==> src/rtl/gf180mcu_fd_sc_mcu9t5v0__dlyb_tapcal_pkg.sv <==
// Shared definitions for the dlyb tap-select calibration sequencer:
// FSM state encoding, the minimum settle time and the tap-width helper.
package gf180mcu_fd_sc_mcu9t5v0__dlyb_tapcal_pkg;

    typedef enum logic [2:0] {
        IDLE = 3'd0,
        ARM  = 3'd1,
        FIRE = 3'd2,
        WAIT = 3'd3,
        EVAL = 3'd4,
        LOCK = 3'd5
    } state_t;

    // Two synchroniser flops must have passed before CAPT is trusted.
    localparam int SETTLE_MIN = 2;

    // Width needed to index n values; never less than one bit.
    function automatic int tap_width(input int n);
        return (n <= 2) ? 1 : $clog2(n);
    endfunction

endpackage

==> src/rtl/gf180mcu_fd_sc_mcu9t5v0__dlyb_tapcal_sync.sv <==
// Two-flop synchroniser for the raw capture-flop output, cleared by RN.
module gf180mcu_fd_sc_mcu9t5v0__dlyb_tapcal_sync (
    input  logic CLK,
    input  logic RN,
    input  logic d,
    output logic q
);

    logic meta;

    // Double-register the asynchronous input; both stages clear on reset.
    always_ff @(posedge CLK or negedge RN) begin
        if (!RN) begin
            meta <= 1'b0;
            q    <= 1'b0;
        end else begin
            meta <= d;
            q    <= meta;
        end
    end

endmodule

==> src/rtl/gf180mcu_fd_sc_mcu9t5v0__dlyb_tapcal.sv <==
// Tap-select calibration sequencer for a dlyb delay line. Sweeps taps from
// 0 upward, launching one test edge per tap, and locks on the first tap
// whose edge misses the capture clock.
// Optional feature: define DLYB_TAPCAL_TRACK_EN for periodic background
// re-checks in LOCK that may lengthen the selected tap.
module gf180mcu_fd_sc_mcu9t5v0__dlyb_tapcal
    import gf180mcu_fd_sc_mcu9t5v0__dlyb_tapcal_pkg::*;
#(
    parameter int NTAPS        = 16,
    parameter int TW           = tap_width(NTAPS),
    parameter int SETTLE       = 3,
    parameter int TRACK_PERIOD = 1024
) (
    input  logic          CLK,
    input  logic          RN,
    input  logic          START,
    input  logic          CAPT,
    output logic          LAUNCH,
    output logic [TW-1:0] TAP_SEL,
    output logic          BUSY,
    output logic          DONE,
    output logic          LOCKED,
    output logic          ERR
);

    localparam int SETTLE_EFF = (SETTLE < SETTLE_MIN) ? SETTLE_MIN : SETTLE;
    localparam int WW         = tap_width(SETTLE_EFF);
    localparam logic [TW-1:0] TAP_MAX   = TW'(NTAPS - 1);
    localparam logic [WW-1:0] WAIT_LOAD = WW'(SETTLE_EFF - 1);

    state_t          state_reg, state_next;
    logic [TW-1:0]   tap_reg, tap_next;
    logic [WW-1:0]   wait_reg, wait_next;
    logic            locked_reg, locked_next;
    logic            err_reg, err_next;
    logic            done_reg, done_next;
    logic            launch_reg, launch_next;
    logic            busy_reg, busy_next;
    logic            capt_s;
    logic            trk;
    logic            trk_start;

    gf180mcu_fd_sc_mcu9t5v0__dlyb_tapcal_sync u_sync (
        .CLK (CLK),
        .RN  (RN),
        .d   (CAPT),
        .q   (capt_s)
    );

`ifdef DLYB_TAPCAL_TRACK_EN
    localparam int TCW = tap_width(TRACK_PERIOD);
    localparam logic [TCW-1:0] TRACK_LAST = TCW'(TRACK_PERIOD - 1);

    logic [TCW-1:0] track_reg;
    logic           trk_reg, trk_next;

    assign trk       = trk_reg;
    assign trk_start = (state_reg == LOCK) && locked_reg && (track_reg == TRACK_LAST);

    // Period counter runs only while a valid tap is held; leaving LOCK restarts it.
    always_ff @(posedge CLK or negedge RN) begin
        if (!RN) begin
            track_reg <= '0;
        end else if (state_reg != LOCK || !locked_reg || trk_start) begin
            track_reg <= '0;
        end else begin
            track_reg <= track_reg + 1'b1;
        end
    end

    // Remembers whether the current pass is a background re-check.
    always_ff @(posedge CLK or negedge RN) begin
        if (!RN) begin
            trk_reg <= 1'b0;
        end else begin
            trk_reg <= trk_next;
        end
    end

    always_comb begin
        trk_next = trk_reg;
        if ((state_reg == IDLE || state_reg == LOCK) && START) begin
            trk_next = 1'b0;
        end else if (trk_start) begin
            trk_next = 1'b1;
        end
    end
`else
    assign trk       = 1'b0;
    assign trk_start = 1'b0;
`endif

    // State and registered outputs; LAUNCH/BUSY are decoded a cycle early so
    // the ports come straight from flops and cannot glitch into the macro.
    always_ff @(posedge CLK or negedge RN) begin
        if (!RN) begin
            state_reg  <= IDLE;
            tap_reg    <= '0;
            wait_reg   <= '0;
            locked_reg <= 1'b0;
            err_reg    <= 1'b0;
            done_reg   <= 1'b0;
            launch_reg <= 1'b0;
            busy_reg   <= 1'b0;
        end else begin
            state_reg  <= state_next;
            tap_reg    <= tap_next;
            wait_reg   <= wait_next;
            locked_reg <= locked_next;
            err_reg    <= err_next;
            done_reg   <= done_next;
            launch_reg <= launch_next;
            busy_reg   <= busy_next;
        end
    end

    // Next-state and output decode for the sweep / tracking sequencer.
    always_comb begin
        state_next  = state_reg;
        tap_next    = tap_reg;
        wait_next   = wait_reg;
        locked_next = locked_reg;
        err_next    = err_reg;
        done_next   = 1'b0;

        case (state_reg)
            IDLE, LOCK: begin
                if (START) begin
                    tap_next    = '0;
                    locked_next = 1'b0;
                    err_next    = 1'b0;
                    state_next  = ARM;
                end else if (trk_start) begin
                    state_next = ARM;
                end
            end
            ARM: state_next = FIRE;
            FIRE: begin
                wait_next  = WAIT_LOAD;
                state_next = WAIT;
            end
            WAIT: begin
                if (wait_reg == '0) begin
                    state_next = EVAL;
                end else begin
                    wait_next = wait_reg - 1'b1;
                end
            end
            EVAL: begin
                if (!capt_s) begin
                    // Edge missed the clock: this tap is long enough.
                    state_next = LOCK;
                    if (!trk) begin
                        locked_next = 1'b1;
                        done_next   = 1'b1;
                    end
                end else if (tap_reg != TAP_MAX) begin
                    tap_next   = tap_reg + 1'b1;
                    state_next = trk ? LOCK : ARM;
                end else begin
                    // Ran out of taps; the last tap stays selected.
                    err_next    = 1'b1;
                    locked_next = 1'b0;
                    done_next   = !trk;
                    state_next  = LOCK;
                end
            end
            default: state_next = IDLE;
        endcase
    end

    assign launch_next = (state_next == FIRE);
    assign busy_next   = (state_next == ARM) || (state_next == FIRE) ||
                         (state_next == WAIT) || (state_next == EVAL);

    assign LAUNCH  = launch_reg;
    assign TAP_SEL = tap_reg;
    assign BUSY    = busy_reg;
    assign DONE    = done_reg;
    assign LOCKED  = locked_reg;
    assign ERR     = err_reg;

endmodule

==> config.mk <==
export PLATFORM = sky130hd
export DESIGN_NAME = gf180mcu_fd_sc_mcu9t5v0__dlyb_tapcal
export DESIGN_NICKNAME = d
export VERILOG_FILES = /design/src/rtl/gf180mcu_fd_sc_mcu9t5v0__dlyb_tapcal_pkg.sv /design/src/rtl/gf180mcu_fd_sc_mcu9t5v0__dlyb_tapcal_sync.sv /design/src/rtl/gf180mcu_fd_sc_mcu9t5v0__dlyb_tapcal.sv
export SDC_FILE = /design/constraint.sdc
export NUM_CORES = 1
export LEC_CHECK = 0
export ABC_CLOCK_PERIOD_IN_PS = 1200
export BUFFER_PORTS_ARGS = -buffer_cell sky130_fd_sc_hd__buf_2
export CORE_MARGIN = 2
export CORE_UTILIZATION = 47
export CTS_CLUSTER_DIAMETER = 80
export CTS_CLUSTER_SIZE = 24
export DETAILED_ROUTE_END_ITERATION = 10
export PLACE_DENSITY = 0.75
export SLEW_MARGIN = 20
export SYNTH_ARGS = -nofsm -noshare
export SYNTH_HDL_FRONTEND = slang
export SYNTH_SLANG_ARGS = --single-unit
==> constraint.sdc <==
create_clock -name CLK -period 1.2 [get_ports CLK]
set_input_delay 0.06 -clock CLK [delete_from_list [all_inputs] [get_ports CLK]]
set_output_delay 0.06 -clock CLK [all_outputs]
set_load 0.05 [all_outputs]
* Yosys cells after proc, flatten, opt, wreduce, memory -nomap -nowiden
Index checks and enable logic that the tools add are counted.
** Storage, ports and cells
- Bits of input ports :: 4
- Logic and storage cells :: 61
- Register bits :: 16
- Output and inout bits :: 9
** Cells by class
- Reductions and logical operators :: 12
- Equality and inequality tests :: 16
- Muxes and demuxes :: 21
- Add/subtract/negate cells :: 2
** Operators with widths (count)
- $pmux 3 s5 :: 1
- $eq 3x2->1 const B :: 4
- $mux 3 :: 4
- $mux 4 :: 3
- $eq 3x3->1 const B :: 3
- $mux 1 :: 8
- $ne 2x2->1 const B :: 4
- $pmux 4 s2 :: 1
- $reduce_and 4->1 :: 2
- $eq 3x1->1 const B :: 2
- $add 4x1->4 const B :: 1
- $ne 4x4->1 const B :: 1
- $pmux 1 s2 :: 2
- $pmux 2 s2 :: 1
- $reduce_bool 2->1 :: 2
- $logic_not 3->1 :: 1
- $logic_or 1x1->1 :: 3
- $ne 3x3->1 const B :: 1
- $reduce_and 3->1 :: 1
- $logic_not 2->1 :: 1
- $mux 2 :: 1
- $ne 2x1->1 const B :: 1
- $reduce_and 2->1 :: 1
- $reduce_or 2->1 :: 1
- $sub 2x1->2 const B :: 1

* Logic depth before layout (Yosys ltp)
Gate-level depths: netlist of run 1.
- Depth in word-level cells :: 8
- Depth in mapped cells :: 6
- Mapped depth without buffers :: 6

* Hierarchy
Synthesis of run 1 repeated with hierarchy kept, for this count alone.
** Second synthesis, totals
- Cells, all modules :: 72
- Area total of the unflattened synthesis :: 765.7 µm²
** Modules (own cells, without submodules)
- gf180mcu_fd_sc_mcu9t5v0__dlyb_tapcal :: times used 1, cells an instance 70, area each 715.7 µm², seq. area each 350.3 µm²
- gf180mcu_fd_sc_mcu9t5v0__dlyb_tapcal_sync :: times used 1, cells an instance 2, area each 50.0 µm², seq. area each 50.0 µm²

* Worst setup path before layout of run 1
OpenSTA, ideal clock, no wires.
- Path kind :: reg-to-reg
- Start point :: register tap_reg[0] (netlist: TAP_SEL[0])
- End point :: register tap_reg[1] (netlist: TAP_SEL[1])
- Library setup time :: 0.120 ns
- Required time :: 1.080 ns
- Slack :: -0.367 ns
- Cell stages (with the launch flop) :: 6
- Path buffers :: 0
- Period minus slack after synthesis :: 1.567 ns
- Data arrival time :: 1.447 ns
- Path through :: dfrtp_1 ha_1 nand3_1 nand2_1 a21oi_1 a31o_1
** Between the ends
- Word-level cells in the longest chain between the ends :: 4
- Elaborated cells on any way between the ends :: 7
- Those cells by class :: add/sub (1); eq/ne (2); mux (3); reduce/logical (1)
** Ends and longest elaborated chain
- from (decl) :: RTL line gf180mcu_fd_sc_mcu9t5v0__dlyb_tapcal.sv:32 : logic [TW-1:0] tap_reg, tap_next;
- from (signal assigned) :: RTL line gf180mcu_fd_sc_mcu9t5v0__dlyb_tapcal.sv:107 : tap_reg <= tap_next;
- $add 4x1->4 :: RTL line gf180mcu_fd_sc_mcu9t5v0__dlyb_tapcal.sv:158 : tap_next = tap_reg + 1'b1;
- $mux 4 :: RTL line gf180mcu_fd_sc_mcu9t5v0__dlyb_tapcal.sv:157 : end else if (tap_reg != TAP_MAX) begin
- $mux 4 :: RTL line gf180mcu_fd_sc_mcu9t5v0__dlyb_tapcal.sv:150 : if (!capt_s) begin
- $pmux 4 s2 :: RTL line gf180mcu_fd_sc_mcu9t5v0__dlyb_tapcal.sv:126 : case (state_reg)
Parallel ways exist; a longest one is shown, timed or not. The select of a mux whose other input is x is not followed.
A chain may end at the register's enable or synchronous reset.

* Worst setup path in the final report of run 1
- Start point :: register state_reg[1]
- End point :: register tap_reg[2] (netlist: TAP_SEL[2])
** Between the ends
- Word-level cells in the longest chain between the ends :: 4
- Elaborated cells on any way between the ends :: 10
- Those cells by class :: eq/ne (5); mux (1); reduce/logical (4)
** Ends and longest elaborated chain
- from (decl) :: RTL line gf180mcu_fd_sc_mcu9t5v0__dlyb_tapcal.sv:31 : state_t state_reg, state_next;
- from (signal assigned) :: RTL line gf180mcu_fd_sc_mcu9t5v0__dlyb_tapcal.sv:106 : state_reg <= state_next;
- $eq 3x3->1 or $logic_not 3->1 (tied branches) :: RTL line gf180mcu_fd_sc_mcu9t5v0__dlyb_tapcal.sv:126
- $reduce_or 2->1 :: RTL line gf180mcu_fd_sc_mcu9t5v0__dlyb_tapcal.sv:126
- $ne 2x2->1 (no source line) or $reduce_bool 2->1 (tied branches)
- $reduce_and 4->1 (no source line)
Parallel ways exist; a longest one is shown, timed or not.

==> out/summary.txt, run 1 <==
Status - finished, violations left
Failing checks - setup timing
Nets@finish - 108
First-pass GRT wire length - 2750 µm
Max reg flops - 4
Syn Area/Cell - 10.5 µm²
Reg2Reg Launch Point - state_reg[1]
Dpl hpwl - 1120 µm
Leakage - 0.495 nW
CP endpoint kind - flip-flop
Placed inst area - 937 µm²
H-Tree Depth - 1
Row count - 14
DRC - 0
Worst slew pin tran - 350 ps
Die width - 45.0 µm
DIE HEIGHT - 45.0 µm
Highest attainable clock frequency - 770 MHz
Initial core utilization - 51.3%
1st-iter DRT viols - 11
Reg2reg end - TAP_SEL[2]
Slew Limit Fails - 0
Layout Skew - 1.60 ps
Data required time of the worst path - 1380 ps
Slew margin rel. - 76.7%
Slowest stage delay, CP - 460 ps
Min-Delay Endpoint - ERR
Fin area - 1130 µm²
CP max stage cell - dfrtp_2
Hold_ws - 145 ps
TritonCTS clock tree - done
Crit path max-delay family - flip-flops
Cell taking the most area after synthesis - dfrtp_1
Min-Delay Path Class - input pin to flip-flop
Post-synthesis sequential area ratio - 50.6%
Crit path buf inv count - 0
CP Class - flip-flop to flip-flop
Die area - 2030 µm²
# diodes - 0
Hold Path Depth - 2
Crit path launch type - flip-flop
Vias in the first global route - 653
Clk slew on worst S/H paths - 100 ps
Worst setup startpoint - state_reg[1]
# port buffers - 12
Core ar. - 1540 µm²
Largest net degree at the start of global routing - 17
Power Density - 2550 nW/µm²
Post-synthesis cell area - 791 µm²
Routed Antenna Nets - 0
Total negative slack - -446 ps
Clock tree buffer depth - 2
Fin crit period - 1300 ps
Total track usage - 19.2%
Yosys cell types - 34
Clock Latency Late Sink - 290 ps
Tot Pwr - 2.89 mW
Hold path startpoint - START
Vias/cell - 5.95
Critical Path AT - 1480 ps
FF+latch count, synth - 16
Via count - 696
Worst Slack Setup Final - -97.9 ps
Drt wl/cell - 17.5 µm
Grt ovf - 0
Initial antenna violation count - 0
RSZ-0062 raised after global routing - true
Syn Nets - 81
Critical path fanouts, max - 7
Final Hold Fails - 0
Final period util - 108%
Post-synthesis instance total - 75
WL final - 2050 µm
Post-placement setup slack - -76.0 ps
Routability cong. - 0.802
Area contributors post-synth - dfrtp_1 51%, ha_1 3.2%, inv_1 2.8%
Area grow syn2layout - 43.4%
Synth warn - 0
Critical-path cell list - nor3b_4, nand3_4, o211ai_1, o31ai_1
TritonRoute pass-1 iters - 4
Share of layout cells above drive strength 1 - 58.4%
CTS root buffer - clkbuf_4
R2r setup slk - -100 ps
Setup-failing EPs final - 7
Yosys top cell area share - 50.6%
Max VDD drop - 1.49 mV
Max_cap viols - 0
Reg2Reg Depth - 4
Total CTS buffers - 3
Total clock sinks - 16
# IOs - 13
cells in the final DEF, fill, tap and decap left out, drive strengths merged:
master and count:
a2bb2oi 1, nor3 2, ha 2, nand2b 2
nor2 4, xnor2 1, nand3 5, a22o 1
o21ai 7, nor3b 2, a31o 1, a21oi 4
a31oi 2, a22oi 1, o211ai 2, clkbuf 4
inv 7, nand2 6, o2bb2ai 1, dlygate4sd3 2
o31ai 2, o21bai 1, dfrtp 16, a221oi 1
buf 23, a211oi 1
cells in the mapped netlist:
library cell  instances
a22o_1                1
a2bb2oi_1             1
a221oi_1              1
buf_4                 1
a22oi_1               1
buf_2                 1
dfrtp_1              16
nand2b_1              2
o31ai_1               1
o21bai_1              1
nor3b_4               1
nor3_1                2
buf_6                 1
o211ai_2              1
inv_1                 6
nand3_2               1
a21oi_2               1
o31ai_2               1
o2bb2ai_1             1
xnor2_1               1
nand2_1               6
a211oi_1              1
o211ai_1              1
o21ai_1               4
nor3b_1               1
inv_2                 1
ha_1                  2
nand3_4               1
nor2_1                4
nand3_1               3
o21ai_0               3
a31o_1                1
a31oi_1               2
a21oi_1               3
how the worst max path moves through the flow:
stage / end / slack (ps) / cells after the start
after floorplan: TAP_SEL[2] / -110 / 5
after global placement: TAP_SEL[1] / -30 / 3
after detailed placement: TAP_SEL[1] / -80 / 4
after CTS: TAP_SEL[2] / -60 / 4
after global routing: TAP_SEL[2] / -170 / 4
final: TAP_SEL[2] / -100 / 4
metal layers:
metal,global-route usage [%],vias up,wire [µm],share of wire [%]
met2,30.6,18,1080,53
li1,-,325,-,-
met5,0,-,0,0
met3,2.40,4,55,2.7
met1,24.9,349,872,43
met4,11.8,0,36,1.8
kinds of logic after synthesis:
kind of cell               count (synthesis)  synth area share, %
DFF                                       16                 50.6
and+or+nand+nor                           21                 16.3
buffers and inverters                     10                 6.33
xor gates and xnor gates                   1                 1.11
adders and majority gates                  2                 3.16
AOI/OAI and AO/OA                         25                 22.5
per-stage QoR:
stage | util [%] | cells
3_5_place_dp | 60.8 | 108
3_3_place_gp | 60.8 | 108
5_1_grt | 73.5 | 117
6_report | 73.5 | 117
2_1_floorplan | - | 75
4_1_cts | 66.9 | 115
report_power, final:
part | total [mW] | leakage, nW | internal, mW | switching [mW]
Combinational | 1.60 | 0.283 | 0.643 | 0.954
Clock | 0.367 | 0.0210 | 0.185 | 0.182
Sequential | 0.926 | 0.191 | 0.725 | 0.200
layout make-up:
class / count / area (µm²)
Tap cell: 16 / 20.0
Clock buffer: 4 / 36.3
Sequential cell: 16 / 409
Fill cell: 99 / 408
Inverter: 7 / 26.3
Timing Repair Buffer: 25 / 174
Multi-Input combinational cell: 49 / 468
what timing repair did:
action	4_1_cts	5_1_grt
pin swaps	4	5
gates resized for setup	7	21
hold buffers	2	0
hold endpoints to repair	17	0
setup buffers	1	2
setup endpoints to repair	8	12
Note: power is estimated with default switching activity, not from simulation.
==> run 2: changes to the inputs <==
ABC_CLOCK_PERIOD_IN_PS = 1100   (was 1200)
CAP_MARGIN = 20   (was unset)
clock period = 1.1 ns   (was 1.2 ns; I/O delays follow)
==> run 2 against run 1 <==
  * The flow still finishes with violations (setup timing)
  * Combinational power grew 20%
  * Non-clock buffer count rose by 2
  * Sequential power up 7.6%
  * Via count is 0.86% lower
  * Global-route usage up 1.9 points
  * First-iteration DRC count decreased by 36%
  * Maximum frequency increased by 1.7%
  * Worst hold slack got worse by 46 ps
  * Clock power up 8.4%
  * Register-to-register slack got worse by 80 ps
  * Clock-buffer cell count did not move
  * Critical path depth is the same
  * Critical path type unchanged
  * Critical endpoint unchanged
  * Largest cell class unchanged
  * Highest routed layer unchanged
==> out/summary.txt, run 2 (synthesized netlist as in run 1, its figures left out) <==
Routability cong. - 0.809 (+0.90%)
Row count - 14 (unchanged)
Leakage - 0.508 nW (+2.6%)
TritonCTS clock tree - done
Data required time of the worst path - 1280 ps (-100 ps)
Initial core utilization - 51.3% (unchanged)
Highest attainable clock frequency - 783 MHz (+1.7%)
# IOs - 13 (unchanged)
Power Density - 2830 nW/µm² (+11%)
Dpl hpwl - 1180 µm (+5.0%)
Most frequent cells in the layout - 9 x dfrtp_1, 8 x buf_2, 7 x dfrtp_2, 7 x buf_4, 6 x buf_6
Tot Pwr - 3.31 mW (+15%)
Total clock sinks - 16 (unchanged)
Grt ovf - 0 (unchanged)
CP endpoint kind - flip-flop
Max VDD drop - 1.71 mV (+15%)
Clock network power share - 12.0% (-0.7 points)
DIE HEIGHT - 45.0 µm (unchanged)
Vias/cell - 5.80 (-2.5%)
Worst setup startpoint - state_reg[0]
Max reg flops - 4 (unchanged)
Fin crit period - 1280 ps (-21.5 ps)
Initial antenna violation count - 0 (unchanged)
Setup-failing EPs final - 12 (+5)
Failing checks - setup timing
RSZ-0062 raised after global routing - true
1st-iter DRT viols - 7 (-4)
Clk slew on worst S/H paths - 100 ps (about the same)
CTS root buffer - clkbuf_4
H-Tree Depth - 1 (unchanged)
Hold path startpoint - START
Core ar. - 1540 µm² (unchanged)
Reg2Reg Launch Point - state_reg[0]
Slew margin rel. - 75.9% (-0.77 points)
Worst Slack Setup Final - -176 ps (-78.5 ps)
Critical path fanouts, max - 6 (-1)
# diodes - 0 (unchanged)
Drt wl/cell - 16.5 µm (-5.9%)
Clock tree buffer depth - 2 (unchanged)
Status - finished, violations left
Sequential share of power - 30.1% (-1.9 points)
Area grow syn2layout - 48.1%
TritonRoute pass-1 iters - 4 (unchanged)
Switch share - 44.5% (-1.8 points)
Final period util - 116% (+7.9 points)
Comb pwr share - 57.9% (+2.6 points)
Int Pwr - 1.84 mW (+18%)
Sw Pwr - 1.47 mW (+10%)
Largest net degree at the start of global routing - 17 (unchanged)
Total CTS buffers - 3 (unchanged)
Final Hold Fails - 0 (unchanged)
Critical Path AT - 1460 ps (-20 ps)
Worst slew pin tran - 362 ps (+11.6 ps)
Die area - 2030 µm² (unchanged)
Vias in the first global route - 694 (+6.3%)
CP max stage cell - dfrtp_2
Crit path launch type - flip-flop
Clock Latency Late Sink - 300 ps (about the same)
Total track usage - 21.1% (+1.9 points)
Via count - 690 (-0.86%)
WL final - 1960 µm (-4.2%)
Routed Antenna Nets - 0 (unchanged)
Min-Delay Path Class - input pin to flip-flop
Reg2Reg Depth - 4 (unchanged)
Crit path max-delay family - flip-flops
Die width - 45.0 µm (unchanged)
Reg2reg end - TAP_SEL[2]
FILL cells - 99 (unchanged)
CP Class - flip-flop to flip-flop
Commonest non-fill, non-tap cell in the layout - dfrtp_1
Nets@finish - 110 (+1.9%)
Min-Delay Endpoint - ERR
Slew Limit Fails - 0 (unchanged)
Total negative slack - -1270 ps (-829 ps)
# port buffers - 12 (unchanged)
R2r setup slk - -180 ps (-80 ps)
Slowest stage delay, CP - 470 ps (about the same)
Share of layout cells above drive strength 1 - 56.3% (-2.1 points)
Hold Path Depth - 2 (unchanged)
First-pass GRT wire length - 2880 µm (+4.5%)
Crit path buf inv count - 0 (unchanged)
Max_cap viols - 0 (unchanged)
DRC - 0 (unchanged)
Critical-path cell list - nor3b_4, nand3_4, o211ai_1, o31ai_1
Layout Skew - 6.75 ps (+5.15 ps)
run 2: layout make-up:
type | count | area [µm²] | area share, %
Multi-Input combinational cell | 49 | 447 | 38.1
Clock buffer | 4 | 36.3 | 3.10
Inverter | 7 | 26.3 | 2.24
Timing Repair Buffer | 27 | 233 | 19.9
Sequential cell | 16 | 409 | 34.9
Tap cell | 16 | 20.0 | 1.71
run 2: routing by layer:
layer	vias to the layer above	global-route usage (%)	routed length (µm)
li1	326	-	-
met4	0	18.8	81
met2	20	32.6	886
met5	-	0	0
met1	336	24.3	925
met3	8	4.80	67
run 2: worst max-delay path by stage:
stage | end | slack, ps | cells after the start
floorplan | TAP_SEL[2] | -210 | 5
global placement | TAP_SEL[1] | -120 | 3
detailed placement | TAP_SEL[1] | -200 | 4
CTS | TAP_SEL[2] | -150 | 4
global route | TAP_SEL[2] | -250 | 4
finish | TAP_SEL[2] | -180 | 4
run 2: repair_timing:
item	CTS	global route
pin swaps	2	4
endpoints found under the hold margin	17	0
hold buffers	2	0
setup buffers	1	0
endpoints found under the setup margin	16	17
gates resized for setup	16	20
run 2: power groups by stage:
stage	sequential (mW)	combinational, mW	clock (mW)
finish	0.996	1.92	0.398
global route	1.02	2.04	0.433
CTS	0.965	1.61	0.409
detailed placement	0.961	1.45	0
global placement	0.952	1.42	0
floorplan	1.27	0.712	0
run 2: stage by stage:
| step | utilization (%) | cell area, µm² | std cells | setup slack (ps) | hold slack [ps] |
|---|---|---|---|---|---|
| 2_1_floorplan | - | 821 | 75 | -208 | -241 |
| 3_3_place_gp | 62.7 | 967 | 112 | -122 | -17.8 |
| 3_5_place_dp | 62.7 | 967 | 112 | -199 | -14.1 |
| 4_1_cts | 70.5 | 1090 | 119 | -153 | 43.7 |
| 5_1_grt | 76.0 | 1170 | 119 | -247 | 129 |
| 6_report | 76.0 | 1170 | 119 | -176 | 99.5 |
==> run 3: changes to the inputs <==
GPL_TIMING_DRIVEN = 0   (was unset)
==> run 3 against run 2 <==
  * The run still ends with setup timing left
  * Flip-flop and latch count did not move
  * Final area down 6.0%
  * Sequential share of layout area grew 2.0 points
  * Core utilization fell by 4.5 points
  * Critical path type unchanged
  * Non-clock buffer count down 1
  * Sequential power decreased by 4.0%
  * Setup slack improved by 2.6 ps
  * Global-route usage down 3.3 points
==> out/summary.txt, run 3 (synthesized netlist as in run 1, its figures left out) <==
Clock Latency Late Sink - 290 ps (about the same)
Crit path buf inv count - 2 (+2)
Initial antenna violation count - 0 (unchanged)
Routed Antenna Nets - 0 (unchanged)
First-pass GRT wire length - 2440 µm (-15%)
CP Class - flip-flop to flip-flop
Critical Path AT - 1460 ps (about the same)
FILL cells - 99 (unchanged)
Crit path launch type - flip-flop
Min-Delay Path Class - input pin to flip-flop
WL final - 1730 µm (-12%)
Leakage - 0.488 nW (-3.9%)
TritonCTS clock tree - done
Placed inst area - 901 µm² (-6.9%)
Fin crit period - 1270 ps (-2.57 ps)
CP endpoint kind - flip-flop
Highest attainable clock frequency - 785 MHz (+0.20%)
Die area - 2030 µm² (unchanged)
Total CTS buffers - 3 (unchanged)
Nets@finish - 109 (-0.91%)
Layout Skew - 2.14 ps (-4.60 ps)
Via count - 671 (-2.8%)
Critical-path cell list - buf_2, inv_2, nand3_2, a21oi_1, a31o_1
Slew margin rel. - 76.1% (+0.24 points)
Slew Limit Fails - 0 (unchanged)
# diodes - 0 (unchanged)
Grt ovf - 0 (unchanged)
Vias in the first global route - 562 (-19%)
Setup-failing EPs final - 11 (-1)
Die width - 45.0 µm (unchanged)
Share of layout cells above drive strength 1 - 52.9% (-3.4 points)
Total track usage - 17.8% (-3.3 points)
Power Density - 2760 nW/µm² (-2.5%)
Drt wl/cell - 14.7 µm (-11%)
Max_cap viols - 0 (unchanged)
CTS root buffer - clkbuf_4
Vias/cell - 5.69 (-1.9%)
Max VDD drop - 1.83 mV (+6.6%)
# IOs - 13 (unchanged)
Initial core utilization - 51.3% (unchanged)
Largest net degree at the start of global routing - 17 (unchanged)
Data required time of the worst path - 1280 ps (about the same)
1st-iter DRT viols - 28 (+21)
Status - finished, violations left
Failing checks - setup timing
Crit path max-delay family - flip-flops
Worst Slack Setup Final - -174 ps (+2.57 ps)
Max reg flops - 4 (unchanged)
# port buffers - 12 (unchanged)
H-Tree Depth - 1 (unchanged)
Fin area - 1100 µm² (-6.0%)
Core ar. - 1540 µm² (unchanged)
Clock tree buffer depth - 2 (unchanged)
Critical path fanouts, max - 10 (+4)
RSZ-0062 raised after global routing - true
CP max stage cell - dfrtp_1
Total clock sinks - 16 (unchanged)
Final Hold Fails - 0 (unchanged)
DIE HEIGHT - 45.0 µm (unchanged)
Dpl hpwl - 1030 µm (-13%)
Slowest stage delay, CP - 420 ps (-50 ps)
DRC - 0 (unchanged)
Row count - 14 (unchanged)
Final period util - 116% (-0.23 points)
Most frequent cells in the layout - 11 x dfrtp_1, 11 x buf_2, 7 x buf_4
Worst slew pin tran - 358 ps (-3.58 ps)
Area grow syn2layout - 39.2%
Clk slew on worst S/H paths - 90 ps (about the same)
Tot Pwr - 3.04 mW (-8.3%)
Routability cong. - 0.822 (+1.6%)
TritonRoute pass-1 iters - 4 (unchanged)
## run 3: cell types whose count changed in the layout (fill, tap and decap cells not counted), sizes merged
| cell | change |
|---|---|
| clkbuf | -1 |
## run 3: timing repair
action / in CTS / in global routing
setup endpoints to repair: 13 / 15
buffers inserted: 6 / 3
hold endpoints to repair: 17 / 0
hold buffers: 2 / 0
gates resized for setup: 13 / 12
pin swaps: 3 / 2
## run 3: power by group
part	switching (mW)	internal, mW	total [mW]	leakage (nW)
sequential	0.172	0.784	0.956	0.192
combinational	1.02	0.737	1.76	0.281
clock	0.183	0.141	0.324	0.0150
total	1.38	1.66	3.04	0.488
## run 3: layout make-up
class	instances	area (µm²)	area share [%]
Timing Repair Buffer	23	175	15.9
Buffer	3	27.5	2.50
Tap cell	16	20.0	1.82
Multi-Input combinational cell	49	419	38.1
Sequential cell	16	407	36.9
Clock buffer	4	26.3	2.39
Inverter	7	26.3	2.39
## run 3: metrics by stage
stage               util (%)  setup slack, ps  hold slack, ps  setup TNS, ps  cells
finish                  71.4             -174            64.6          -1280    118
CTS                     67.1             -159            64.8          -1030    115
floorplan                  -             -208            -241          -1120     75
global route            71.4             -251            75.5          -2140    118
global placement        58.4             -168           -17.3           -831    103
detailed placement      58.4             -182           -15.5          -1100    103
## run 3: metal layers
layer,track usage [%],routed length (µm),vias up
met5,0,0,-
met4,12.4,40,0
met1,22.4,780,318
met2,27.4,821,24
met3,3.60,89,4
li1,-,-,325
## run 3: path summary, 6_finish.rpt
path	endpoint	cells after the start	slack, ps	from
worst max-delay path	TAP_SEL[1]	5	-170	state_reg[1]
worst min-delay path	ERR	2	60	START
worst max register to register	TAP_SEL[1]	5	-170	state_reg[1]
worst min register to register	u_sync.q	0	360	u_sync.meta
max in group asynchronous	state_reg[2]	2	620	RN
min in group asynchronous	state_reg[0]	2	200	RN
